## src/rtl/bram_matmul_scheduler.sv

```systemverilog
// Block-matmul read scheduler: walks (r, c, k) with k innermost, issues paired
// input/weight BRAM reads, and delays valid/first/last/index tags by the BRAM
// read latency so they line up with the returned data at the compute core.
//
// Flow control: hold is a downstream stall. A read is issued (both enables
// high) only in RUN with hold=0. A held cycle issues nothing, freezes the loop
// counters and the tag pipeline, and never presents core_valid; a beat that
// would have been presented is instead shown on the next un-held cycle.
module bram_matmul_scheduler #(
    parameter int ADDR_WIDTH_A = 8,
    parameter int ADDR_WIDTH_B = 8,
    parameter int N_ROW        = 2,
    parameter int N_COL        = 3,
    parameter int N_INNER      = 4,
    parameter int BRAM_LAT     = 2
) (
    input  logic                    clk,
    input  logic                    rst,
    input  logic                    start,
    input  logic                    hold,
    output logic                    in_mat_enb,
    output logic [ADDR_WIDTH_A-1:0] in_mat_rd_addrb,
    output logic                    w_mat_enb,
    output logic [ADDR_WIDTH_B-1:0] w_mat_rd_addrb,
    output logic                    core_valid,
    output logic                    core_first,
    output logic                    core_last,
    output logic [15:0]             out_row,
    output logic [15:0]             out_col,
    output logic                    busy,
    output logic                    done,
    output logic [1:0]              dbg_state
);

    typedef enum logic [1:0] {
        S_IDLE  = 2'd0,
        S_RUN   = 2'd1,
        S_DRAIN = 2'd2,
        S_DONE  = 2'd3
    } state_t;

    localparam logic [15:0] R_LAST = 16'(N_ROW - 1);
    localparam logic [15:0] C_LAST = 16'(N_COL - 1);
    localparam logic [15:0] K_LAST = 16'(N_INNER - 1);
    localparam logic [31:0] NI     = 32'(N_INNER);

    state_t state_q, state_d;
    logic [15:0] r_q, r_d, c_q, c_d, k_q, k_d;

    // Tag pipeline: index 0 is loaded on issue, index BRAM_LAT-1 faces the core.
    logic [BRAM_LAT-1:0]       pv_q, pv_d, pf_q, pf_d, pl_q, pl_d;
    logic [BRAM_LAT-1:0][15:0] prow_q, prow_d, pcol_q, pcol_d;

    logic        issue;
    logic [31:0] addr_a_full, addr_b_full;

    assign issue = (state_q == S_RUN) && !hold;

    // Linear block addresses from the loop counters; zero outside RUN.
    always_comb begin
        addr_a_full = {16'd0, r_q} * NI + {16'd0, k_q};
        addr_b_full = {16'd0, c_q} * NI + {16'd0, k_q};
        in_mat_enb      = issue;
        w_mat_enb       = issue;
        in_mat_rd_addrb = '0;
        w_mat_rd_addrb  = '0;
        if (state_q == S_RUN) begin
            in_mat_rd_addrb = addr_a_full[ADDR_WIDTH_A-1:0];
            w_mat_rd_addrb  = addr_b_full[ADDR_WIDTH_B-1:0];
        end
    end

    // Shift the tag pipeline on every un-held cycle, loading the current issue.
    always_comb begin
        pv_d   = pv_q;
        pf_d   = pf_q;
        pl_d   = pl_q;
        prow_d = prow_q;
        pcol_d = pcol_q;
        if (!hold) begin
            for (int i = 1; i < BRAM_LAT; i++) begin
                pv_d[i]   = pv_q[i-1];
                pf_d[i]   = pf_q[i-1];
                pl_d[i]   = pl_q[i-1];
                prow_d[i] = prow_q[i-1];
                pcol_d[i] = pcol_q[i-1];
            end
            pv_d[0]   = issue;
            pf_d[0]   = issue && (k_q == 16'd0);
            pl_d[0]   = issue && (k_q == K_LAST);
            prow_d[0] = r_q;
            pcol_d[0] = c_q;
        end
    end

    // Next-state and loop-counter logic; k innermost, then c, then r.
    always_comb begin
        state_d = state_q;
        r_d     = r_q;
        c_d     = c_q;
        k_d     = k_q;
        case (state_q)
            S_IDLE: begin
                if (start) begin
                    state_d = S_RUN;
                    r_d     = '0;
                    c_d     = '0;
                    k_d     = '0;
                end
            end
            S_RUN: begin
                if (issue) begin
                    if (k_q == K_LAST) begin
                        k_d = '0;
                        if (c_q == C_LAST) begin
                            c_d = '0;
                            if (r_q == R_LAST) begin
                                r_d     = '0;
                                state_d = S_DRAIN;
                            end else begin
                                r_d = r_q + 16'd1;
                            end
                        end else begin
                            c_d = c_q + 16'd1;
                        end
                    end else begin
                        k_d = k_q + 16'd1;
                    end
                end
            end
            // Leave once the beat on the output is the last one in flight.
            S_DRAIN: begin
                if (pv_d == '0) state_d = S_DONE;
            end
            default: state_d = S_IDLE;
        endcase
    end

    // State, counter and pipeline registers with asynchronous clear.
    always_ff @(posedge clk or posedge rst) begin
        if (rst) begin
            state_q <= S_IDLE;
            r_q     <= '0;
            c_q     <= '0;
            k_q     <= '0;
            pv_q    <= '0;
            pf_q    <= '0;
            pl_q    <= '0;
            prow_q  <= '0;
            pcol_q  <= '0;
        end else begin
            state_q <= state_d;
            r_q     <= r_d;
            c_q     <= c_d;
            k_q     <= k_d;
            pv_q    <= pv_d;
            pf_q    <= pf_d;
            pl_q    <= pl_d;
            prow_q  <= prow_d;
            pcol_q  <= pcol_d;
        end
    end

    // Core-side outputs come straight off the last pipeline stage.
    always_comb begin
        core_valid = pv_q[BRAM_LAT-1] && !hold;
        core_first = pf_q[BRAM_LAT-1] && core_valid;
        core_last  = pl_q[BRAM_LAT-1] && core_valid;
        out_row    = prow_q[BRAM_LAT-1];
        out_col    = pcol_q[BRAM_LAT-1];
        busy       = (state_q == S_RUN) || (state_q == S_DRAIN);
        done       = (state_q == S_DONE);
        dbg_state  = state_q;
    end

endmodule

```

## config.mk

```make
export PLATFORM = sky130hd
export DESIGN_NAME = bram_matmul_scheduler
export DESIGN_NICKNAME = d
export VERILOG_FILES = /design/src/rtl/bram_matmul_scheduler.sv
export SDC_FILE = /design/constraint.sdc
export NUM_CORES = 1
export LEC_CHECK = 0
export BUFFER_PORTS_ARGS = -buffer_cell sky130_fd_sc_hd__clkbuf_2
export CAP_MARGIN = 30
export CELL_PAD_IN_SITES_DETAIL_PLACEMENT = 0
export CELL_PAD_IN_SITES_GLOBAL_PLACEMENT = 1
export CORE_MARGIN = 2
export CORE_UTILIZATION = 48
export CTS_BUF_LIST = sky130_fd_sc_hd__clkbuf_2
export DETAILED_ROUTE_END_ITERATION = 8
export PLACE_DENSITY_LB_ADDON = 0.1
export SETUP_SLACK_MARGIN = 0.5
export SYNTH_ARGS = -nofsm -noshare
export SYNTH_HDL_FRONTEND = slang
export SYNTH_SLANG_ARGS = --single-unit
```

## constraint.sdc

```tcl
create_clock -name clk -period 9.5 [get_ports clk]
set_clock_uncertainty 0.1 [all_clocks]
set_input_delay 1.425 -clock clk [delete_from_list [all_inputs] [get_ports clk]]
set_output_delay 1.425 -clock clk [all_outputs]
set_load 0.01 [all_outputs]
```

# Word-level counts from Yosys, hierarchy flattened
# Index checks and enable logic that the tools add are counted.
[word_totals]
inputBits = 4
ramBits = 0
n_memories = 0
latchBits = 0
regBits = 120
wordCells = 67
romBits = 0
out_inout_bits = 57
[op_classes]
n_bitwise = 0
n_eq_ne = 12
mux = 23
n_reduce_logical = 16
n_div = 0
mul = 0
n_lt_le_gt_ge = 0
n_addsub = 5
shift = 0
[op_table]
columns = ["cell", "count"]
rows = [
  ["16-bit 2-to-1 mux", 10],
  ["16-bit one-hot mux with 2 select lines", 3],
  ["16-bit by 1-bit adder with 16-bit output (second input constant)", 3],
  ["16-bit by 2-bit equality test with 1-bit output (second input constant)", 2],
  ["8-bit adder", 2],
  ["16-bit by 1-bit equality test with 1-bit output (second input constant)", 1],
  ["16-bit logical NOT", 1],
  ["8-bit 2-to-1 mux", 2],
  ["2-bit 2-to-1 mux", 7],
  ["1-bit logical AND", 6],
  ["2-bit by 1-bit inequality test with 1-bit output (second input constant)", 3],
  ["2-bit inequality test (second input constant)", 3],
  ["2-bit one-hot mux with 3 select lines", 1],
  ["6-bit AND reduction", 1],
  ["5-bit AND reduction", 1],
  ["2-bit equality test (second input constant)", 2],
  ["2-bit logical NOT", 2],
  ["4-bit AND reduction", 1],
  ["3-bit AND reduction", 1],
  ["2-bit by 1-bit equality test with 1-bit output (second input constant)", 1],
  ["2-bit nonzero test", 1],
  ["1-bit logical NOT", 1],
  ["1-bit logical OR", 1],
]

# Depth between registers and ports, before layout
# Gate-level depths: netlist of the first run.
[depth]
depth_word = 6
depth_mapped = 9
mapped_depth_nobuf = 7

# Least setup slack after synthesis of the first run
# No wires, ideal clock.
[synth_path]
path_kind = "in2out"
startpoint = "input hold"
endpoint = "output core_first"
path_stages = 3
path_buffers = 1
t_required_ps = 7975
arrival_ps = 2067
path_slack_ps = 5908
path_cell_list = "clkbuf_1 -> nor2b_1 -> and2_1"
[synth_via]
elab_chain_cells = 3
[synth_lines]
columns = ["item", "line", "text"]
rows = [
  ["start: declaration", "20", "input logic hold,"],
  ["1-bit logical NOT", "166", "core_valid = pv_q[BRAM_LAT-1] && !hold;"],
  ["1-bit logical AND", "166", ""],
  ["via core_valid", "25", "output logic core_valid,"],
  ["1-bit logical AND", "167", "core_first = pf_q[BRAM_LAT-1] && core_valid;"],
  ["end: declaration", "26", "output logic core_first,"],
]
# The timed path passes the listed nets, and every way through them passes these cells.

# Worst setup path after layout of the first run
[layout_path]
startpoint = "register state_q[1], in the netlist dbg_state[1]"
endpoint = "output w_mat_rd_addrb[7]"
[layout_via]
elab_chain_cells = 2
[layout_lines]
columns = ["item", "line", "text"]
rows = [
  ["start: declaration", "47", "state_t state_q, state_d;"],
  ["start signal: assignment", "152", "state_q <= state_d;"],
  ["2-bit by 1-bit equality test with 1-bit output", "67", "if (state_q == S_RUN) begin"],
  ["8-bit 2-to-1 mux", "67", ""],
  ["end: declaration", "24", "output logic [ADDR_WIDTH_B-1:0] w_mat_rd_addrb,"],
]
# No other way between the ends.

==> impl_metrics.tcl, run 1 <==
set metrics [dict create \
    start_kind "register" \
    tightest_slew_ns 0.9339 \
    yosys_warnings 0 \
    fin_area_um2 6623 \
    whs_ns 0.3935 \
    track_usage_pct 19.72 \
    numCtsBuffers 17 \
    power.static_leakage_nw 3.116 \
    gp_congestion 0.8419 \
    startpoint "dbg_state[1]$_DFFE_PP0P_" \
    synth_cell_types 50 \
    io_pins 61 \
    clk_pin_slew_ns 0.18 \
    cp-end-kind "output port" \
    synth_async_sr_flop_share_pct 100.0 \
    cp_slowest_cell "or4_1" \
    cts_resized 0 \
    synth.mux.area_fraction_pct 12.59 \
    crit_fanout 18 \
    clk_latency_ns 0.69 \
    n_antenna_cell 0 \
    yosysSeqAreaShare_pct 48.19 \
    rsz0062_at_grt "no" \
    synth-xor-area-share_pct 2.390 \
    syn_avg_cell_area_um2 10.69 \
    grt_max_degree 78 \
    grt_pass1_vias 4410 \
    synth_cells 583 \
    critPathMaxStageDelay_ns 0.68 \
    synthToLayoutAreaGrowth_pct 6.285 \
    final_max_slew_viol_count 0 \
    status "complete, no violations" \
    synthFlopType "dfrtp_1" \
    fp.dieW_um 117.9 \
    required_ns 7.98 \
    core_um2 12670 \
    hold_violations 0 \
    path_delay_family "buffers and inverters" \
    clk_path_buf_depth 2 \
    post_cts_buffers 0 \
    grt_pass1_wl_um 21970 \
    antenna_found_initial 0 \
    path_buf_inv 3 \
    min_to "k_q[15]$_DFFE_PP0P_" \
    criticalPathCategory "reg2out" \
    cts_hold_buf 0 \
    synth_top_family_by_area "simple AND/OR/NAND/NOR gates" \
    setup_tns_ns 0 \
    post-dp-hpwl_um 8509 \
    num_vias 4391 \
    fin_nets 629 \
    irDropWorstVdd_mv 0.1054 \
    cts_tree "built" \
    synth-simple-area-share_pct 14.04 \
    synth_area_um2 6231 \
    detail-route-antenna-nets 0 \
    post-route-period-util_pct 51.24 \
    fin_util_pct 52.27 \
    layout-drive-gt1-share_pct 26.83 \
    maxCapViolCount 0 \
    grt-ovfl-total 0 \
    die_height_um 117.9 \
    syn_nets 610 \
    crit_arrival_ns 3.34 \
    htree_num_levels 4 \
    slew_headroom_pct 37.74 \
    drt_pass1_iterations 4 \
    clockRootBuffer "clkbuf_2" \
    r2r_cells 6 \
    wire_per_inst_um 16.17 \
    wl_um 12720 \
    portBuffers 60 \
    cts_sinks 120 \
    min_delay_path_depth 1 \
    r2r_slack_ns 5.79 \
    drt-initial-drc-count 275 \
    start_util_pct 49.18 \
    synth_edf_count 0 \
    placementRows 41 \
    r2r-end "c_q[2]$_DFFE_PP0P_" \
    worstPathCellList "inv_1 -> ha_1 -> clkinv_1 -> or4_1 -> nand3_1 -> clkbuf_2" \
    reg2reg_from "dbg_state[1]$_DFFE_PP0P_" \
    synth_seq_cells 120 \
    die_area_um2 13910 \
    setup_viol 0 \
    drc 0 \
    synth_compound_area_share_pct 10.98 \
    p_total_mw 1.090 \
    synth_adder_area_share_pct 4.859 \
    hp-start "k_q[15]$_DFFE_PP0P_" \
    p_per_area_nw_per_um2 164.7 \
    placed_area_um2 6399 \
    fillCellCount 1195 \
    min_period_ns 4.868 \
    hold_class "reg2reg" \
    clock.fmax_ghz 0.2054 \
    via_per_inst 5.579 \
]
==> cell type report <==
| cell class | count | area, um^2 | share of cell area (%) |
|---|---|---|---|
| sequential | 120 | 3003 | 45.34 |
| multi-input combinational | 385 | 2795 | 42.21 |
| timing repair buffer | 64 | 330.3 | 4.988 |
| tap | 172 | 215.2 | 3.250 |
| clock inverter | 14 | 133.9 | 2.022 |
| clock buffer | 18 | 90.09 | 1.360 |
| inverter | 14 | 55.05 | 0.8313 |
==> how the worst max path moves through the flow <==
stage	to	slack, ns	cells after the start
floorplan	c_q[0]$_DFFE_PP0P_	4.79	1
global placement	core_first	5.26	5
detailed placement	core_first	5.24	5
CTS	w_mat_rd_addrb[7]	4.52	6
global route	w_mat_rd_addrb[7]	4.31	6
finish	w_mat_rd_addrb[7]	4.63	6
==> placed cells by master (no fill, tap or decap), drive strengths merged, types with 4 or more instances in the layout <==
cell,count
dfrtp,120
clkbuf,77
mux2,67
nor2,41
o21ai,41
nand2,30
nand3,21
ha,21
o31ai,20
nand4,14
nor4,14
a21oi,13
xnor2,13
inv,13
nor3,11
clkinv,11
a31oi,9
nor2b,7
and2,7
nand2b,6
buf,5
o41ai,4
xor2,4
or4,4
==> logic make-up (layout without fill, tap and decap cells) <==
| kind of cell | Yosys count | after routing |
|---|---|---|
| muxes | 70 | 70 |
| and+or+nand+nor | 168 | 168 |
| adders and majority gates | 23 | 23 |
| buffers and inverters | 78 | 110 |
| AOI/OAI and AO/OA | 107 | 107 |
| xor gates and xnor gates | 17 | 17 |
| DFF | 120 | 120 |
==> synth_stat cells, types with 4 or more instances <==
cell type | number | area [um^2]
o41ai_1 | 4 | 35.03
o31ai_1 | 20 | 150.1
nor2_1 | 41 | 153.9
nor2b_1 | 7 | 43.79
mux2_2 | 67 | 754.5
and2_1 | 7 | 43.79
inv_1 | 13 | 48.80
xor2_1 | 4 | 35.03
nand2b_1 | 6 | 37.54
buf_4 | 35 | 262.8
o21ai_0 | 40 | 200.2
ha_1 | 21 | 262.8
a21oi_1 | 13 | 65.06
xnor2_1 | 13 | 113.9
nand4_1 | 14 | 87.58
clkbuf_1 | 25 | 93.84
nand3_1 | 21 | 105.1
dfrtp_1 | 120 | 3003
nand2_1 | 30 | 112.6
nor4_1 | 13 | 81.33
a31oi_1 | 9 | 56.30
nor3_1 | 11 | 55.05
==> sequential cells by signal, indices dropped and copies added, names as in the netlist <==
| register | count |
|---|---|
| pv_q | 2 |
| prow_q | 16 |
| pf_q | 2 |
| pcol_q | 16 |
| r_q | 16 |
| k_q | 16 |
| c_q | 16 |
| pl_q | 2 |
| out_col | 16 |
| out_row | 16 |
| dbg_state | 2 |
==> layer usage <==
metal  GRT usage (%)  up-vias  routed length, um
li1                -     2120                  -
met1           26.63     2157               6095
met2           30.27      103               5812
met3           5.426       11                651
met4           7.605        0                162
met5               0        -                  0
==> power breakdown <==
group / switching (mW) / internal (mW) / total [mW]
Combinational: 0.119 / 0.0856 / 0.205
Clock: 0.195 / 0.118 / 0.313
Sequential: 0.0421 / 0.531 / 0.573
==> stage by stage <==
stage                     std cells  worst slack (ns)
after CTS                       787             4.524
after global placement          753             5.257
after detailed placement        755             5.241
final                           787             4.632
after global routing            787             4.313
after floorplan                 583             4.789
Note: power is estimated with default switching activity, not from simulation.
==> run 2: changes to the inputs <==
--- a/config.mk
+++ b/config.mk
@@ -5,12 +5,13 @@
 export SDC_FILE = /design/constraint.sdc
 export NUM_CORES = 1
 export LEC_CHECK = 0
+export ABC_AREA = 1
 export BUFFER_PORTS_ARGS = -buffer_cell sky130_fd_sc_hd__clkbuf_2
 export CAP_MARGIN = 30
 export CELL_PAD_IN_SITES_DETAIL_PLACEMENT = 0
 export CELL_PAD_IN_SITES_GLOBAL_PLACEMENT = 1
 export CORE_MARGIN = 2
-export CORE_UTILIZATION = 48
+export CORE_UTILIZATION = 41
 export CTS_BUF_LIST = sky130_fd_sc_hd__clkbuf_2
 export DETAILED_ROUTE_END_ITERATION = 8
 export PLACE_DENSITY_LB_ADDON = 0.1
==> constraint.sdc (replaced) <==
create_clock -name clk -period 3.9 [get_ports clk]
set_clock_uncertainty 0.1 [all_clocks]
set_input_delay 0.585 -clock clk [delete_from_list [all_inputs] [get_ports clk]]
set_output_delay 0.585 -clock clk [all_outputs]
set_load 0.01 [all_outputs]
==> impl_metrics.tcl, run 2 <==
set metrics [dict create \
    grt_max_degree 92 \
    grt-ovfl-total 0 \
    drt_pass1_iterations 5 \
    post_cts_buffers 0 \
    synthFlopType "dfrtp_1" \
    synth_seq_cells 120 \
    layout_commonest_cell "nand2_1" \
    die_height_um 132.0 \
    cp.depth 8 \
    portBuffers 60 \
    wl_um 15570 \
    grt_pass1_wl_um 25820 \
    drt-initial-drc-count 315 \
    synth.area.top_cells "dfrtp_1 (45%), nand2_1 (19%), nor2_1 (5.1%)" \
    critPathMaxStageDelay_ns 0.50 \
    track_usage_pct 18.43 \
    gp_congestion 0.8308 \
    min_delay_path_depth 3 \
    syn_nets 922 \
    drc 0 \
    synth_area_um2 6720 \
    status "complete, no violations" \
    fin_area_um2 7213 \
    start_util_pct 42.15 \
    numCtsBuffers 17 \
    maxCapViolCount 0 \
    cp-end-kind "output port" \
    post-route-period-util_pct 81.61 \
    start_kind "register" \
    clockRootBuffer "clkbuf_2" \
    io_pins 61 \
    path_delay_family "adder cells" \
    hold_violations 0 \
    slew_headroom_pct 49.79 \
    setup_tns_ns 0 \
    crit_arrival_ns 2.50 \
    detail-route-antenna-nets 0 \
    hold_class "in2reg" \
    final_max_slew_viol_count 0 \
    fin_nets 943 \
    synth_common_cells "nand2_1 (334), dfrtp_1 (120), nor2_1 (92)" \
    setup_slack_ns 0.7172 \
    min_period_ns 3.183 \
    final_cell_mix "nand2_1 (334), dfrtp_1 (118), nor2_1 (92)" \
    synth.top_cell.area_share_pct 44.68 \
    criticalPathCategory "reg2out" \
    placementRows 46 \
    htree_num_levels 4 \
    cts_tree "built" \
    fillCellCount 1679 \
    irDropWorstVdd_mv 0.3550 \
    p_total_mw 3.214 \
    syn_avg_cell_area_um2 7.509 \
    dp.cells 1112 \
    path_common_cell "nand2_1" \
    yosys_warnings 0 \
    antenna_found_initial 1 \
    fp.dieW_um 132.0 \
    num_vias 5495 \
    synth_cells 895 \
    power.static_leakage_nw 3.727 \
    synth_edf_count 0 \
    synthToLayoutAreaGrowth_pct 7.336 \
    synth_cell_types 35 \
    clk_pin_slew_ns 0.20 \
    synth_most_common_cell "nand2_1" \
    required_ns 3.21 \
    yosysSeqAreaShare_pct 44.68 \
    r2r_cells 9 \
    clk_latency_ns 0.69 \
    tightest_slew_ns 0.7516 \
    dp_slack_ns 1.320 \
    cp_slowest_cell "dfrtp_2" \
    post-dp-hpwl_um 11050 \
    wire_per_inst_um 13.59 \
    die_area_um2 17430 \
    fin_cells 1145 \
    clock.fmax_ghz 0.3142 \
    core_um2 15940 \
    p_per_area_nw_per_um2 445.6 \
    rsz0062_at_grt "yes" \
    synth_top_area_cell "dfrtp_1" \
    path_buf_inv 1 \
    layout-drive-gt1-share_pct 13.15 \
    worstPathCellList "ha_1 -> fa_1 -> nand2_1 -> nand2_1 -> a21oi_1 -> xor2_1 -> nor2_1 -> clkbuf_2" \
    cts_sinks 120 \
    grt_pass1_vias 5032 \
    placed_area_um2 6938 \
    setup_viol 0 \
    crit_fanout 7 \
    clk_path_buf_depth 2 \
    synth_async_sr_flop_share_pct 100.0 \
    via_per_inst 4.799 \
]
run 2: changes by cell type in the layout (fill, tap and decap cells not counted), sizes merged, moves of 15 or more:
cell / before / now
o21ai: 41 / 58
mux2: 67 / 0
nand2: 30 / 341
inv: 13 / 78
nor2: 41 / 97
nand3: 21 / 36
o31ai: 20 / 0
run 2: power breakdown:
group / internal (mW) / switching, mW / total (mW)
combinational: 0.244 / 0.672 / 0.916
clock: 0.360 / 0.513 / 0.873
sequential: 1.33 / 0.0965 / 1.43
run 2: final cells by class:
cell class / instances / area (um^2) / area share [%]
flip-flops and latches: 120 / 3005 / 41.67
well taps: 216 / 270.3 / 3.747
multi-input cells: 633 / 3014 / 41.79
diodes: 1 / 2.502 / 0.03469
repair buffers: 67 / 367.9 / 5.100
clock buffers: 17 / 85.08 / 1.180
inverters: 77 / 292.8 / 4.059
clock inverters: 14 / 175.2 / 2.428
run 2: what timing repair did:
action	in CTS	in global routing
endpoints found under the setup margin	0	5
hold endpoints to repair	29	0
resized for setup	0	2
hold buffers	1	0
run 2: final timing paths:
check	startpoint	end	slack [ns]
max	r_q[0]$_DFFE_PP0P_	in_mat_rd_addrb[6]	0.72
max reg2reg	dbg_state[1]$_DFFE_PP0P_	r_q[5]$_DFFE_PP0P_	1.34
max in group asynchronous	rst	out_col[4]$_DFFE_PP0N_	2.38
min	hold	pf_q[1]$_DFFE_PP0N_	0.15
min reg2reg	prow_q[13]$_DFFE_PP0N_	out_row[13]$_DFFE_PP0N_	0.38
min in group asynchronous	rst	dbg_state[0]$_DFFE_PP0P_	0.43
run 2: routing by layer:
| metal | routed length, um | up-vias | GRT usage, % |
|---|---|---|---|
| met5 | 0 | - | 0 |
| met4 | 162 | 0 | 4.831 |
| met3 | 596 | 16 | 4.191 |
| met2 | 6695 | 114 | 27.49 |
| met1 | 8110 | 2552 | 27.00 |
| li1 | - | 2813 | - |
run 2: stage by stage:
stage / util (%) / hold WS, ns
after global placement: 43.52 / 0.3547
after CTS: 45.21 / 0.08402
final: 45.24 / 0.1477
after detailed placement: 43.52 / 0.3571
after floorplan: - / 0.3417
after global routing: 45.24 / 0.09965
run 2: cell families after synthesis:
kind of cell | Yosys count | share of synthesized area [%]
AOI/OAI and AO/OA | 81 | 6.461
buffers and inverters | 142 | 10.46
and+or+nand+nor | 509 | 31.28
xor gates and xnor gates | 20 | 2.607
adders and majority gates | 23 | 4.506
DFF | 120 | 44.68
run 2: tightest hold or removal path, cell delays in order:
cell and delay, ns:
clkbuf_2 0.17, nand2_1 0.08, o21ai_0 0.07
